### src/rtl/anim_pkg.sv
// Shared animal/frame codes, FSM state type and small grant helpers for the animation scheduler.
package anim_pkg;

    localparam logic [1:0] ANI_CAT     = 2'b00;
    localparam logic [1:0] ANI_DOG     = 2'b01;
    localparam logic [1:0] ANI_MOUSE   = 2'b10;
    localparam logic [1:0] ANI_NONE    = 2'b11;

    localparam logic [1:0] FRAME_LEFT  = 2'b00;
    localparam logic [1:0] FRAME_RIGHT = 2'b11;

    localparam logic [3:0] MODE_IDLE   = 4'b1100;

    typedef enum logic [1:0] {IDLE, LOAD, PLAY, FINISH} anim_state_e;

    // Lowest-index set bit wins; bit 0 is the highest priority.
    function automatic logic [2:0] pick_low(input logic [2:0] r);
        logic [2:0] g;
        g = 3'b000;
        if (r[0])      g = 3'b001;
        else if (r[1]) g = 3'b010;
        else if (r[2]) g = 3'b100;
        return g;
    endfunction

    function automatic logic [1:0] onehot_to_ani(input logic [2:0] g);
        logic [1:0] a;
        a = ANI_NONE;
        if (g[0])      a = ANI_CAT;
        else if (g[1]) a = ANI_DOG;
        else if (g[2]) a = ANI_MOUSE;
        return a;
    endfunction

endpackage

### src/rtl/anim_rr_arb.sv
// Three-way one-hot arbiter {mouse, dog, cat}. ANIM_RR_EN selects round-robin with a
// last-grant pointer; otherwise fixed priority cat > dog > mouse.
module anim_rr_arb
    import anim_pkg::*;
(
    input  logic       clk_i,
    input  logic       rst_ni,
    input  logic       en_i,
    input  logic [2:0] req_i,
    output logic [2:0] gnt_o
);

`ifdef ANIM_RR_EN
    logic [1:0] ptr_q, ptr_d;
    logic [2:0] pick;

    // Rotate so the animal after the last grant sits at bit 0, pick, rotate back.
    always_comb begin
        pick  = 3'b000;
        gnt_o = 3'b000;
        ptr_d = ptr_q;
        case (ptr_q)
            ANI_CAT: begin
                pick  = pick_low({req_i[0], req_i[2], req_i[1]});
                gnt_o = {pick[1], pick[0], pick[2]};
            end
            ANI_DOG: begin
                pick  = pick_low({req_i[1], req_i[0], req_i[2]});
                gnt_o = {pick[0], pick[2], pick[1]};
            end
            default: begin
                pick  = pick_low(req_i);
                gnt_o = pick;
            end
        endcase
        if (!en_i) gnt_o = 3'b000;
        if (|gnt_o) ptr_d = onehot_to_ani(gnt_o);
    end

    always_ff @(posedge clk_i or negedge rst_ni) begin
        if (!rst_ni) ptr_q <= ANI_MOUSE;
        else         ptr_q <= ptr_d;
    end
`else
    logic unused_clk_rst;
    assign unused_clk_rst = clk_i ^ rst_ni;
    assign gnt_o = en_i ? pick_low(req_i) : 3'b000;
`endif

endmodule

### src/rtl/anim_scheduler.sv
// Shares the dot-matrix animation channel between cat, dog and mouse, playing one
// four-frame move per grant. Define ANIM_RR_EN for round-robin arbitration.
module anim_scheduler #(
    parameter int FRAME_TICKS = 1000,
    parameter int CNT_W       = 10
) (
    input  logic       clk1khz,
    input  logic       rst,
    input  logic       cat,
    input  logic       dog,
    input  logic       mouse,
    input  logic       off,
    output logic [3:0] mode,
    output logic       busy,
    output logic       done,
    output logic [2:0] side,
    output logic [2:0] pending
);
    import anim_pkg::*;

    localparam logic [CNT_W-1:0] CNT_LAST = CNT_W'(FRAME_TICKS - 1);

    anim_state_e      state_q, state_d;
    logic [2:0]       req_q, rise;
    logic [2:0]       pending_q, pending_d;
    logic [2:0]       side_q, side_d;
    logic [2:0]       gnt_q, gnt_d;
    logic [3:0]       mode_q, mode_d;
    logic [CNT_W-1:0] cnt_q, cnt_d;
    logic [2:0]       arb_gnt;
    logic             arb_en;
    logic             dir_right;
    logic [1:0]       target;

    assign rise   = {mouse, dog, cat} & ~req_q;
    assign arb_en = (state_q == IDLE) && !off;

    anim_rr_arb u_arb (
        .clk_i  (clk1khz),
        .rst_ni (rst),
        .en_i   (arb_en),
        .req_i  (pending_q),
        .gnt_o  (arb_gnt)
    );

    always_comb begin
        state_d   = state_q;
        pending_d = pending_q;
        side_d    = side_q;
        gnt_d     = gnt_q;
        mode_d    = mode_q;
        cnt_d     = cnt_q;
        // An animal on the left walks right toward frame 3, and vice versa.
        dir_right = ~|(side_q & gnt_q);
        target    = dir_right ? FRAME_RIGHT : FRAME_LEFT;

        case (state_q)
            IDLE: begin
                if (|pending_q) begin
                    gnt_d     = arb_gnt;
                    pending_d = pending_q & ~arb_gnt;
                    state_d   = LOAD;
                end
            end
            LOAD: begin
                mode_d  = {onehot_to_ani(gnt_q), dir_right ? FRAME_LEFT : FRAME_RIGHT};
                cnt_d   = '0;
                state_d = PLAY;
            end
            PLAY: begin
                if (cnt_q == CNT_LAST) begin
                    cnt_d = '0;
                    if (mode_q[1:0] == target) begin
                        state_d = FINISH;
                    end else if (dir_right) begin
                        mode_d = {mode_q[3:2], mode_q[1:0] + 2'd1};
                    end else begin
                        mode_d = {mode_q[3:2], mode_q[1:0] - 2'd1};
                    end
                end else begin
                    cnt_d = cnt_q + CNT_W'(1);
                end
            end
            FINISH: begin
                side_d  = side_q ^ gnt_q;
                state_d = IDLE;
            end
            default: state_d = IDLE;
        endcase

        // New edges win over the grant clear, so a re-press during its own grant survives.
        pending_d = pending_d | rise;

        if (off) begin
            state_d   = IDLE;
            pending_d = 3'b000;
            mode_d    = MODE_IDLE;
            cnt_d     = '0;
            side_d    = side_q;
        end
    end

    always_ff @(posedge clk1khz or negedge rst) begin
        if (!rst) begin
            state_q   <= IDLE;
            req_q     <= 3'b000;
            pending_q <= 3'b000;
            side_q    <= 3'b000;
            gnt_q     <= 3'b000;
            mode_q    <= MODE_IDLE;
            cnt_q     <= '0;
        end else begin
            state_q   <= state_d;
            req_q     <= {mouse, dog, cat};
            pending_q <= pending_d;
            side_q    <= side_d;
            gnt_q     <= gnt_d;
            mode_q    <= mode_d;
            cnt_q     <= cnt_d;
        end
    end

    assign mode    = mode_q;
    assign busy    = (state_q != IDLE);
    assign done    = (state_q == FINISH);
    assign side    = side_q;
    assign pending = pending_q;

endmodule
### config.mk
export PLATFORM = sky130hd
export DESIGN_NAME = anim_scheduler
export DESIGN_NICKNAME = d
export VERILOG_FILES = /design/src/rtl/anim_pkg.sv /design/src/rtl/anim_rr_arb.sv /design/src/rtl/anim_scheduler.sv
export SDC_FILE = /design/constraint.sdc
export NUM_CORES = 1
export LEC_CHECK = 0
export CAP_MARGIN = 20
export CORE_MARGIN = 2
export CORE_UTILIZATION = 54
export DETAILED_ROUTE_END_ITERATION = 8
export PLACE_DENSITY = 0.79
export SYNTH_ARGS = -nofsm -noshare
export SYNTH_HDL_FRONTEND = slang
export SYNTH_SLANG_ARGS = --single-unit
### constraint.sdc
create_clock -name clk1khz -period 1.8 [get_ports clk1khz]
set_input_delay 0.18 -clock clk1khz [delete_from_list [all_inputs] [get_ports clk1khz]]
set_output_delay 0.18 -clock clk1khz [all_outputs]
set_load 0.05 [all_outputs]
=== Word level (Yosys, flattened, before mapping) ===
Index checks and enable logic that the tools add are counted.

* Output and inout bits: 12
* Bits in registers: 28
* Input bits: 6

* Add/subtract/negate cells: 3
* Equality and inequality tests: 10
* Reductions and logical operators: 13
* Multiplexer cells: 25
* Bitwise gates (word level): 8

{| class="wikitable"
|+ Operators with widths
! kind !! number
|-
| two-way mux 2 bit || 11
|-
| two-way mux 3 bit || 7
|-
| two-way mux 10 bit || 2
|-
| case mux 10 bit (2 select lines) || 1
|-
| adder 10 x 1 -> 10 bit, second input constant || 1
|-
| equality test 10 bit, second input constant || 1
|-
| bitwise AND 3 bit || 3
|-
| inequality test 3 bit, second input constant || 3
|-
| case mux 2 bit (4 select lines) || 1
|-
| case mux 4 bit (2 select lines) || 1
|-
| inverter 3 bit || 2
|-
| AND reduction 2 bit || 3
|-
| AND reduction 3 bit || 2
|-
| OR reduction 3 bit || 2
|-
| equality test 2 bit, second input constant || 2
|-
| two-way mux 4 bit || 1
|-
| nonzero test 2 bit || 2
|-
| inequality test 3 x 2 -> 1 bit, second input constant || 1
|-
| bitwise OR 3 bit || 1
|-
| nonzero test 3 bit || 1
|-
| XOR 3 bit || 1
|-
| adder 2 x 1 -> 2 bit, second input constant || 1
|-
| equality test 2 x 1 -> 1 bit, second input constant || 1
|-
| equality test 2 bit || 1
|-
| 7 further kinds || 7
|}

=== Logic depth before layout (Yosys ltp) ===
Gate-level depths: netlist of run 1.

* Depth after elaboration: 10
* Gate-level depth with buffers: 9

=== Modules after synthesis ===
From an unflattened synthesis of run 1, not the netlist that was laid out.

* Cell total of the unflattened synthesis: 145
* Area total of the unflattened synthesis: 1562.7 um2

{| class="wikitable"
|+ Modules (own cells, without submodules)
! module !! times used !! sequential area each (um2) !! cells an instance !! area each (um2)
|-
| anim_scheduler || 1 || 703.2 || 142 || 1532.7
|-
| anim_rr_arb || 1 || 0.0 || 3 || 30.0
|}

=== Least setup slack after synthesis of run 1 ===
No wires, ideal clock.

* Kind: reg-to-reg
* From: reg side_q[1] (netlist: side[1])
* To: reg state_q[1]
* Path slack: -0.044 ns
* Cell stages (with the launch flop): 7
* Path buffers: 0
* Required time: 1.721 ns
* Data arrival time: 1.765 ns
* Period minus slack after synthesis: 1.844 ns
* Library setup time: 0.079 ns
* Cell sequence: dfrtp_1 > ha_1 > nor3_4 > and3_1 > o21ai_1 > a22oi_2 > mux2i_1

* Cells in the longest elaborated chain, start to end: 6

{| class="wikitable"
|+ Ends and longest elaborated chain
! item !! RTL line !! RTL
|-
| start: declaration || anim_scheduler.sv:26 || <nowiki>logic [2:0] side_q, side_d;</nowiki>
|-
| start signal: assignment || anim_scheduler.sv:116 || <nowiki>side_q <= side_d;</nowiki>
|-
| bitwise AND 3 bit || anim_scheduler.sv:54 || <nowiki>dir_right = ~|(side_q & gnt_q);</nowiki>
|-
| OR reduction 3 bit || anim_scheduler.sv:54 ||
|-
| two-way mux 2 bit || anim_scheduler.sv:55 || <nowiki>target = dir_right ? FRAME_RIGHT : FRAME_LEFT;</nowiki>
|-
| equality test 2 bit || anim_scheduler.sv:73 || <nowiki>if (mode_q[1:0] == target) begin</nowiki>
|-
| inequality test 3 bit (no line) || n/a ||
|-
| AND reduction 3 bit (no line) || n/a ||
|-
| end signal: assignment || anim_scheduler.sv:113 || <nowiki>state_q <= state_d;</nowiki>
|-
| end: declaration || anim_scheduler.sv:23 || <nowiki>anim_state_e state_q, state_d;</nowiki>
|}

No other way between the ends.
A chain may end at the register's enable or synchronous reset.

=== Worst setup path after layout of run 1 ===
* From: reg side_q[2] (netlist: side[2])
* To: out side[2]

{| class="wikitable"
|+ RTL lines
! item !! RTL line !! RTL
|-
| end: declaration || anim_scheduler.sv:16 || <nowiki>output logic [2:0] side,</nowiki>
|}

No word-level cell between the ends.

==> metrics.txt, run 1 <==
H-tree lvl count 1; Vert. Die Dim 56.4 µm; Syn Inst Count 139; ranking of synthesized cells by area dfrtp_1 44%, ha_1 6.7%, nor2_1 4.0%; n_diodes 0; synth-to-layout area growth 22.0%; routed vias/inst 5.74; gr usage total 0.203; max-slew violations 0; most common cell in the netlist dfrtp_1; fin cells 200; Worst Hold Slack 0.196 ns; Netlist Area Pre-Place 1480 µm²; post-synthesis register bit count 28; gpl congestion 0.821; Synth top area share 0.438; Initial Utilization 0.552; crit path DAT 1.52 ns; vias in the first global route 1172; reg2reg end cnt_q[6]$_DFFE_PN0N_; TritonRoute pass-1 iters 4; maximum vdd drop 0.000996 V; Resize count post-CTS 3; CP Buf/Inv Count 1; Antenna Nets Post-Route 0; CTS Hold Buffers Added 0; cell taking the most area after synthesis dfrtp_1; Boundary Pins 18; worst skew pair latency 0.33 ns; die area 3180 µm²; LEAKAGE 0.846 nW; DRC 0; vias 1147; GR Overflow Total 0; Yosys Warn Count 0; dpl cells 196; synth cell count leaders 26 x dfrtp_1, 16 x nor2_1, 8 x ha_1; CP Class flip-flop to output port; Yosys cell types 45; IO buf count 17; root buffer selected by CTS clkbuf_4; Die Wd 56.4 µm; Critical Path Slowest Stage Cell clkdlybuf4s50_1; crit-path max cell delay 0.80 ns; layout cell share with drive strength beyond 1 0.225; Post-synth EDFFs 0; crit-path cells clkdlybuf4s50_1; area of the multi-input gates 742 µm²; core area 2690 µm²; RSZ-0062 raised after global routing true; crit path max fanout 3; status finished clean; Worst Path Required 1.62 ns; relative slew slack 0.668; largest net degree at the start of global routing 29; filler instances 212; CP top delay family buffers and inverters; wire per inst 14.6 µm; CTS tree yes; post-route clock skew 0.0161 ns; drt initial violations 44; first-pass GRT wire length 5.08 mm; crit end category output port; flip-flop and latch area 706 µm²; Clock transition at path regs 0.15 ns; Num CTS Buffers 3; row count 19; Pwr Density 1320 nW/µm²; final hold violation count 0; Max-Cap Viols 0; DP HPWL 2.22 mm; worst hold-check path type input pin to asynchronous set/reset pin; register area share after synthesis 0.474; f_max 0.589 GHz; DRT Wirelength 2.92 mm; Worst Tran Pin Value 0.498 ns; synthesized netlist net count 153; crit start category flip-flop; Util after Layout 0.674; share of the clock period used by the worst path 0.943; Mapped Avg Cell Area 10.7 µm²; Primary FF master, synth dfrtp_1; clock buffer depth 2; setup violators final 0; nets@finish 184; Post-CTS Setup Inserts 0; asr flop ratio synth 1.00; antenna violations before repair 0; Final min period 1.70 ns; Worst R2R Path Depth 7; reg2reg start state_q[0]$_DFFE_PN0P_; CTS sink cnt 28; R2R Setup Slk 0.11 ns
-- cells by family (layout without fill, tap and decap cells) --
family,count (synthesis),in the layout,share of synthesized area
AO/OA/AOI/OAI,26,26,0.123
XOR/XNOR,6,6,0.0354
adder cells (fa/ha/maj),8,8,0.0675
buffers and inverters,10,40,0.0329
flip-flops,28,28,0.474
multiplexers,4,4,0.0295
AND/OR/NAND/NOR,57,57,0.238
-- cell type report --
class                      instances  area share
clock buffer                       4      0.0145
tap                               31      0.0214
sequential                        28       0.390
inverter                           7      0.0145
timing repair buffer              29       0.150
multi-input combinational        101       0.410
-- worst register-to-register path, stage by stage (launching register included) --
cell and delay (ns):
dfrtp_1 0.42, inv_1 0.08, ha_2 0.21, or3_4 0.39, and3_4 0.20, nand4_1 0.11
xor2_1 0.15, nor2_1 0.05
-- how the worst max path moves through the flow --
stage               depth (start not counted)  slack (ns)                     end                   start
floorplan                                   6        0.02  state_q[1]$_DFFE_PN0P_     side[0]$_DFFE_PN0P_
global placement                            7        0.13    cnt_q[6]$_DFFE_PN0N_  state_q[0]$_DFFE_PN0P_
detailed placement                          7        0.08    cnt_q[6]$_DFFE_PN0N_  state_q[0]$_DFFE_PN0P_
CTS                                         1        0.03              pending[2]    pending[2]$_DFF_PN0_
global route                                7     -0.0004    cnt_q[4]$_DFFE_PN0N_  state_q[0]$_DFFE_PN0P_
finish                                      1        0.10                 side[2]     side[2]$_DFFE_PN0P_
-- routing by layer --
layer	track usage	routed length [µm]	vias to the layer above
met5	0	0	-
met4	0.0986	85	0
met3	0.0276	97	11
met2	0.347	1510	30
met1	0.250	1230	549
li1	-	-	557
-- through the flow --
step / setup slack, ns / cell area [µm²] / setup TNS (ns) / power, mW
after global placement: 0.130 / 1780 / 0 / 2.11
after detailed placement: 0.0830 / 1780 / 0 / 2.14
after floorplan: 0.0244 / 1490 / 0 / 1.71
after global routing: -0.000416 / 1810 / -0.000416 / 2.54
final: 0.102 / 1810 / 0 / 2.39
after CTS: 0.0347 / 1800 / 0 / 2.40
-- flip-flops by register name (all words and copies together) (netlist names) --
signal and count:
gnt_q 3, req_q 3, cnt_q 10, pending 3
side 3, state_q 2, mode 4
-- cells in the final DEF, fill, tap and decap left out, types with 5 or more instances in the layout --
cell	synthesis	final
a21oi_1	7	7
buf_4	1	15
clkdlybuf4s50_1	0	8
dfrtp_1	26	24
ha_1	8	6
inv_1	7	7
nand2_1	5	5
nand2b_1	7	7
nor2_1	16	16
xor2_1	5	5
-- where the power goes --
group / switching [mW] / total, mW / leakage [nW] / internal (mW)
clock network: 0.175 / 0.262 / 0.0150 / 0.0869
registers: 0.114 / 0.885 / 0.365 / 0.771
logic: 0.734 / 1.24 / 0.466 / 0.509
total: 1.02 / 2.39 / 0.846 / 1.37
Note: power is estimated with default switching activity, not from simulation.
==> run 2, diff against run 1 <==
- clock period: 1.8 -> 1.73 ns (I/O delays scaled with it)
==> metrics.txt, run 2 (same netlist as run 1, synthesis figures left out) <==
status finished clean (unchanged); row count 19 (unchanged); max reg flops 10 (unchanged); die area 3180 µm² (unchanged); Worst Tran Pin Value 0.503 ns (was 0.498 ns); crit path DAT 1.98 ns (was 1.52 ns); commonest cells after routing, fill and taps aside 28 x buf_4, 23 x dfrtp_1, 16 x nor2_1, 7 x nand2b_1, 7 x a21oi_1 (was 24 x dfrtp_1, 16 x nor2_1, 15 x buf_4, 8 x clkdlybuf4s50_1); share of the clock period used by the worst path 0.987; Initial Utilization 0.552 (unchanged); reg2reg end cnt_q[8]$_DFFE_PN0N_ (was cnt_q[6]$_DFFE_PN0N_); maximum vdd drop 0.00118 V (was 0.000996 V); worst hold-check path type input pin to asynchronous set/reset pin (unchanged); DP HPWL 2.32 mm (was 2.22 mm); Pwr Density 1530 nW/µm² (was 1320 nW/µm²); CTS sink cnt 28 (unchanged); gpl congestion 0.809 (was 0.821); root buffer selected by CTS clkbuf_4 (unchanged); vias 1241 (was 1147); design area 1940 µm² (was 1810 µm²); reg2reg start state_q[1]$_DFFE_PN0P_ (was state_q[0]$_DFFE_PN0P_); DRT Wirelength 3.61 mm (was 2.92 mm); LEAKAGE 0.912 nW (was 0.846 nW); crit end category flip-flop (was output port); synth-to-layout area growth 30.4% (was 22.0%); gr usage total 0.206 (was 0.203); Clock transition at path regs 0.16 ns (was 0.15 ns); most flop-heavy register cnt_q (unchanged); worst skew pair latency 0.35 ns (was 0.33 ns); clock buffer depth 2 (unchanged); Num CTS Buffers 3 (unchanged); n_diodes 0 (unchanged); crit start category flip-flop (unchanged); routed vias/inst 5.97 (was 5.74); DRC 0 (unchanged); Die Wd 56.4 µm (unchanged); Vert. Die Dim 56.4 µm (unchanged); H-tree lvl count 1 (unchanged); GR Overflow Total 0 (unchanged); CTS tree yes (unchanged); relative slew slack 0.664 (was 0.668); largest net degree at the start of global routing 29 (unchanged); Worst R2R Path Depth 7 (unchanged); f_max 0.586 GHz; max-slew violations 0 (unchanged); R2R Setup Slk 0.02 ns (was 0.11 ns); layout cell share with drive strength beyond 1 0.328 (was 0.225); post-route clock skew 0.0174 ns (was 0.0161 ns); final hold violation count 0 (unchanged); CP Class flip-flop to flip-flop (was flip-flop to output port); TritonRoute pass-1 iters 5 (was 4); setup violators final 0 (unchanged); Final min period 1.71 ns; Max-Cap Viols 0 (unchanged); first-pass GRT wire length 5.20 mm (was 5.08 mm); Boundary Pins 18 (unchanged); most common cell after layout, fill and taps aside buf_4 (was dfrtp_1); core area 2690 µm² (unchanged); flip-flop and latch area 707 µm² (was 706 µm²); Antenna Nets Post-Route 0 (unchanged); crit path max fanout 4 (was 3); RSZ-0062 raised after global routing true (unchanged); IO buf count 17 (unchanged); Cell Area, Placed 1780 µm² (about the same); Critical Path Slowest Stage Cell dfrtp_1 (was clkdlybuf4s50_1); filler instances 193 (was 212); Worst Path Required 2.00 ns (was 1.62 ns); vias in the first global route 1200 (was 1172); total negative slack 0 ns (unchanged); area of the multi-input gates 793 µm² (was 742 µm²); wire per inst 17.4 µm (was 14.6 µm); antenna violations before repair 0 (unchanged); crit-path cells inv_2 -> ha_4 -> or3_4 -> and3_4 -> nand3_1 -> xor2_1 -> nor2_1 (was clkdlybuf4s50_1); drt initial violations 48 (was 44); crit-path max cell delay 0.47 ns (was 0.80 ns); nets@finish 192 (was 184); CTS Hold Buffers Added 0 (unchanged)
-- run 2: changes by cell type in the layout (fill, tap and decap cells not counted), sizes merged --
cell / change
buf: +12
bufinv: +1
clkbuf: -1
clkdlybuf4s50: -3
dlygate4sd2: -3
dlymetal6s2s: +2
-- run 2: critical path, delay by kind of cell, from the launching register on --
family | cells | cell delay, ns
xor gates and xnor gates | 1 | 0.17
adders and majority gates | 1 | 0.18
buffers and inverters | 1 | 0.11
DFF | 1 | 0.47
and+or+nand+nor | 4 | 0.69
-- run 2: final cells by class --
class	instances	area share
Multi-Input combinational cell	101	0.410
Clock inverter	1	0.0155
Tap cell	31	0.0200
Inverter	7	0.0136
Clock buffer	3	0.0116
Sequential cell	28	0.365
Timing Repair Buffer	37	0.164
-- run 2: worst max-delay path by stage --
stage                           startpoint                      to  cells after the start
floorplan              side[2]$_DFFE_PN0P_  state_q[1]$_DFFE_PN0P_                      6
global placement    state_q[0]$_DFFE_PN0P_    cnt_q[6]$_DFFE_PN0N_                      7
detailed placement  state_q[0]$_DFFE_PN0P_    cnt_q[8]$_DFFE_PN0N_                      7
CTS                 state_q[1]$_DFFE_PN0P_    cnt_q[8]$_DFFE_PN0N_                      7
global route          gnt_q[2]$_DFFE_PN0P_  state_q[1]$_DFFE_PN0P_                      6
finish              state_q[1]$_DFFE_PN0P_    cnt_q[8]$_DFFE_PN0N_                      7
-- run 2: power by group --
group          switching [mW]  total, mW  internal [mW]
Sequential              0.136      0.940          0.804
Clock                   0.208      0.443          0.235
Combinational           0.879       1.57          0.692
Total                    1.22       2.95           1.73
-- run 2: what timing repair did --
item                                    in CTS  in global routing
pin swaps                                    0                  7
resized for setup                            1                 14
buffers inserted                             1                  4
endpoints found under the setup margin       3                 11
-- run 2: through the flow --
step                power [mW]  hold WS (ns)  instances   util  setup WS [ns]
finish                    2.95         0.174        208  0.721         0.0229
global route              3.10         0.199        208  0.721        -0.0734
CTS                       2.74         0.194        204  0.686         0.0170
detailed placement        2.29         0.492        199  0.662        -0.0185
global placement          2.24         0.493        199  0.662         0.0637
floorplan                 1.78        -0.123        139      -        0.00387
-- run 2: metal layers --
layer	global-route usage	share of wire	up-vias
li1	-	-	573
met1	0.248	0.39	617
met2	0.379	0.55	44
met3	0.0253	0.042	7
met4	0.0612	0.018	0
met5	0	0	-
==> run 3, diff against run 2 <==
--- a/config.mk
+++ b/config.mk
@@ -6,4 +6,5 @@
 export NUM_CORES = 1
 export LEC_CHECK = 0
+export ABC_CLOCK_PERIOD_IN_PS = 1730
 export CAP_MARGIN = 20
 export CORE_MARGIN = 2
==> constraint.sdc (replaced) <==
create_clock -name clk1khz -period 1.73 [get_ports clk1khz]
set_input_delay 0.346 -clock clk1khz [delete_from_list [all_inputs] [get_ports clk1khz]]
set_output_delay 0.346 -clock clk1khz [all_outputs]
set_load 0.05 [all_outputs]
==> metrics.txt, run 3 (same netlist as run 1, synthesis figures left out) <==
status finished with violations (was finished clean); failing checks setup timing; Clock transition at path regs 0.16 ns (about the same); DRC 0 (unchanged); Antenna Nets Post-Route 0 (unchanged); first-pass GRT wire length 5.66 mm (was 5.20 mm); share of the clock period used by the worst path 1.01 (was 0.987); Boundary Pins 18 (unchanged); reg2reg start state_q[0]$_DFFE_PN0P_ (was state_q[1]$_DFFE_PN0P_); reg2reg end cnt_q[6]$_DFFE_PN0N_ (was cnt_q[8]$_DFFE_PN0N_); R2R Setup Slk 0.04 ns (was 0.02 ns); row count 19 (unchanged); post-route clock skew 0.00542 ns (was 0.0174 ns); area of the multi-input gates 802 µm² (was 793 µm²); worst hold-check path type input pin to asynchronous set/reset pin (unchanged); wire per inst 17.2 µm (was 17.4 µm); dpl cells 199 (unchanged); final hold violation count 0 (unchanged); vias 1280 (was 1241); Final min period 1.74 ns (was 1.71 ns); n_diodes 0 (unchanged); Initial Utilization 0.552 (unchanged); H-tree lvl count 1 (unchanged); gr usage total 0.226 (was 0.206); clock buffer depth 2 (unchanged); Die Wd 56.4 µm (unchanged); setup violators final 1 (was 0); core area 2690 µm² (unchanged); CTS Hold Buffers Added 0 (unchanged); crit path max fanout 4 (unchanged); worst skew pair latency 0.33 ns (was 0.35 ns); Util after Layout 0.729 (was 0.721); commonest cells after routing, fill and taps aside 27 x buf_4, 23 x dfrtp_1, 16 x nor2_1, 7 x nand2b_1, 7 x a21oi_1 (was 28 x buf_4, 23 x dfrtp_1, 16 x nor2_1, 7 x nand2b_1, 7 x a21oi_1); IO buf count 17 (unchanged); PnR worst setup slack -0.0149 ns (was 0.0229 ns); die area 3180 µm² (unchanged); drt initial violations 48 (unchanged); Worst R2R Path Depth 7 (unchanged); CTS tree yes (unchanged); most flop-heavy register cnt_q (unchanged); routed vias/inst 6.12 (was 5.97); gpl congestion 0.860 (was 0.809); root buffer selected by CTS clkbuf_4 (unchanged); crit end category output port (was flip-flop); maximum vdd drop 0.00118 V (about the same); f_max 0.573 GHz (was 0.586 GHz); antenna violations before repair 0 (unchanged); nets@finish 193 (was 192); RSZ-0062 raised after global routing true (unchanged); Vert. Die Dim 56.4 µm (unchanged); DP HPWL 2.38 mm (was 2.32 mm); layout cell share with drive strength beyond 1 0.348 (was 0.328); synth-to-layout area growth 32.0% (was 30.4%); fin cells 209 (was 208); vias in the first global route 1273 (was 1200); TritonRoute pass-1 iters 4 (was 5); LEAKAGE 0.887 nW (was 0.912 nW); CTS sink cnt 28 (unchanged); DRT Wirelength 3.60 mm (was 3.61 mm); max-slew violations 0 (unchanged); Worst Path Required 1.38 ns (was 2.00 ns); CP Class flip-flop to output port (was flip-flop to flip-flop); GR Overflow Total 0 (unchanged); crit start category flip-flop (unchanged); flip-flop and latch area 707 µm² (unchanged); Pwr Density 1500 nW/µm² (was 1530 nW/µm²); max reg flops 10 (unchanged); filler instances 180 (was 193); relative slew slack 0.753 (was 0.664); crit path DAT 1.40 ns (was 1.98 ns); Worst Tran Pin Value 0.371 ns (was 0.503 ns); most common cell after layout, fill and taps aside buf_4 (unchanged); Num CTS Buffers 3 (unchanged); Max-Cap Viols 0 (unchanged); largest net degree at the start of global routing 29 (unchanged)
run 3: critical path: stages (launching register included):
cell and delay [ns]:
dfrtp_1 0.44, inv_2 0.13, ha_4 0.16, inv_1 0.05
buf_4 0.15, buf_12 0.14
run 3: worst max path at each step:
stage | slack (ns) | startpoint | cells after the start | to
floorplan | 0.004 | side[2]$_DFFE_PN0P_ | 6 | state_q[1]$_DFFE_PN0P_
global placement | -0.04 | off | 6 | cnt_q[6]$_DFFE_PN0N_
detailed placement | -0.16 | off | 6 | mode[0]$_DFFE_PN0P_
CTS | 0.0008 | cnt_q[1]$_DFFE_PN0N_ | 6 | state_q[1]$_DFFE_PN0P_
global route | -0.07 | state_q[1]$_DFFE_PN0P_ | 5 | busy
finish | -0.01 | state_q[1]$_DFFE_PN0P_ | 5 | busy
run 3: final cells by class:
class	count	area share
flip-flops and latches	28	0.361
clock buffers	4	0.0185
well taps	31	0.0198
inverters	7	0.0134
multi-input cells	101	0.409
repair buffers	38	0.178
run 3: layer usage:
layer  share of wire  up-vias  GRT usage  routed length [µm]
li1                -      578          -                   -
met1            0.39      629      0.267                1390
met2            0.52       57      0.404                1880
met3           0.055       16     0.0276                 199
met4           0.036        0      0.105                 129
met5               0        -          0                   0
run 3: repair_timing:
action,in CTS,in global routing
endpoints found under the hold margin,0,0
gates resized for setup,8,6
endpoints found under the setup margin,7,10
gates cloned,0,0
pin swaps,0,5
setup buffers,2,4
run 3: power by group:
part	total (mW)	leakage [nW]	switching (mW)	internal [mW]
Clock	0.330	0.0210	0.201	0.129
Combinational	1.67	0.503	0.900	0.765
Sequential	0.942	0.364	0.136	0.805
run 3: through the flow:
stage	power [mW]	setup TNS [ns]	worst slack (ns)	instance area [µm²]	hold slack (ns)
after floorplan	1.78	0	0.00387	1490	0.0504
after global placement	2.30	-0.0951	-0.0389	1810	0.491
after detailed placement	2.37	-0.625	-0.163	1810	0.496
after CTS	2.79	0	0.000816	1900	0.377
after global routing	3.08	-0.0955	-0.0668	1960	0.399
final	2.94	-0.0149	-0.0149	1960	0.368
==> patch: new RTL, settings of run 2 <==
The parameter `CNT_W` goes from 10 to 20.
--- a/src/rtl/anim_scheduler.sv
+++ b/src/rtl/anim_scheduler.sv
@@ -4,3 +4,3 @@
     parameter int FRAME_TICKS = 1000,
-    parameter int CNT_W       = 10
+    parameter int CNT_W       = 20
 ) (
Behaviour: no difference found for any inputs over 10 cycles, from zero or initial values and one cycle with rst low; that may be too few to reach the edited logic, so the function may still have changed.
==> patch against run 2 <==
The run now ends with negative setup slack left. Sequential cell count rose by 10. Final area is 41% higher. Synthesized area up 38%. Worst setup slack got worse by 0.058 ns. Sequential power is 20% higher. Fmax down 3.3%. Synthesized cell count up 47%. Power grew 17%. Wire length grew 24%.
==> patch: results (changes against run 2) <==
* Total number of vias at 1746 (was 1241)
* Placed wire-length estimate at 3280 um (was 2320 um)
* Routability cong. at 0.885 (was 0.809)
* Number of global-route vias before repair at 1624 (was 1200)
* Slew margin rel. at 57.5% (was 66.4%)
* Drt wl/cell at 14.6 um (was 17.4 um)
* Mux share of post-synthesis cell area at 3.24% (was 2.95%)
* Post-Synth Adder-Cell Area at 5.50% (was 6.75%)
* VDD IR max at 0.819 mV (was 1.18 mV)
* Synth cell types at 46 (was 45)
* Leak at 1.21 nW (was 0.912 nW)
* Post-CTS Setup Bufs at 2 (was 1)
* Post-Syn Nets at 219 (was 153)
* Clk tree area frac at 5.24% (was 2.71%)
* H-tree levels at 2 (was 1)
* Fin worst setup slack at -0.0354 ns (was 0.0229 ns)
* Top cells by area, synth: dfrtp_1, ha_1, nor2_1 (unchanged)
* Non-clock buffer share at 15.8% (was 16.4%)
* Non-CTS buffers at 51 (was 37)
* Failing checks: negative setup slack
* Initial DRC count at 80 (was 48)
* CTS sink count at 38 (was 28)
* Worst R2R Path Depth at 8 (was 7)
* Met1 usage at 30.8% (was 24.8%)
* Non-clock inverter total of the final layout at 8 (was 7)
* Layout cells sized above 1 at 30.1% (was 32.8%)
* Filler cells at 239 (was 193)
* CP Max Fanout at 10 (was 4)
* Status: finished, violations left (was completed)
* Seq/total area at 35.2% (was 36.5%)
* Num CTS Buffers at 5 (was 3)
* Global-route usage over all layers at 22.9% (was 20.6%)
* Setup Viol. Count Final at 6 (was 0)
* Mapped Avg Cell Area at 10.0 um^2 (was 10.7 um^2)
* Met2 Use GR at 35.2% (was 37.9%)
* Hold crit path type: in2reg (was in2async)
* Cts hold-fix bufs at 1 (was 0)
* GRT met3 Usage at 4.28% (was 2.53%)
* Largest register FFs at 20 (was 10)
* Pre-CTS setup slack at 0.0170 ns (was -0.0185 ns)
* Synth Area in Compound Gates at 14.6% (was 12.3%)
* Cell family with most CP delay: buffers and inverters (was simple AND/OR/NAND/NOR gates)
* CP max stage delay at 0.41 ns (was 0.47 ns)
* Part of the Yosys area used for sequential elements at 46.6% (was 47.4%)
* Hold WS at 0.338 ns (was 0.174 ns)
* Synth cell count leaders: dfrtp_1, nor2_1, nand2_1 (was dfrtp_1, nor2_1, ha_1)
* Fraction of area in multi-input gates at 40.5% (was 41.0%)
* Post-Place Cells at 292 (was 199)
[patch: cell types whose count changed after synthesis, sizes merged, moves of 5 or more]
cell	run 2	this run
nand2	5	19
dfrtp	26	36
nand3	1	11
a21oi	7	13
a31oi	0	5
[patch: routing by layer]
| layer | part of all wire [%] | vias up |
|---|---|---|
| met4 | 1.9 | 0 |
| met2 | 49 | 39 |
| met1 | 44 | 837 |
| li1 | - | 859 |
| met3 | 5.4 | 11 |
| met5 | 0 | - |
[patch: power breakdown]
group	switching, mW	total [mW]	internal [mW]
Clock	0.316	0.931	0.615
Sequential	0.108	1.13	1.02
Combinational	0.799	1.39	0.594
Total	1.22	3.45	2.23
[patch: through the flow]
stage	cell area, um^2	TNS, ns
5_1_grt	2720	-1.44
3_3_place_gp	2490	0
3_5_place_dp	2490	0
6_report	2720	-0.0794
4_1_cts	2660	0
2_1_floorplan	2080	-0.0935
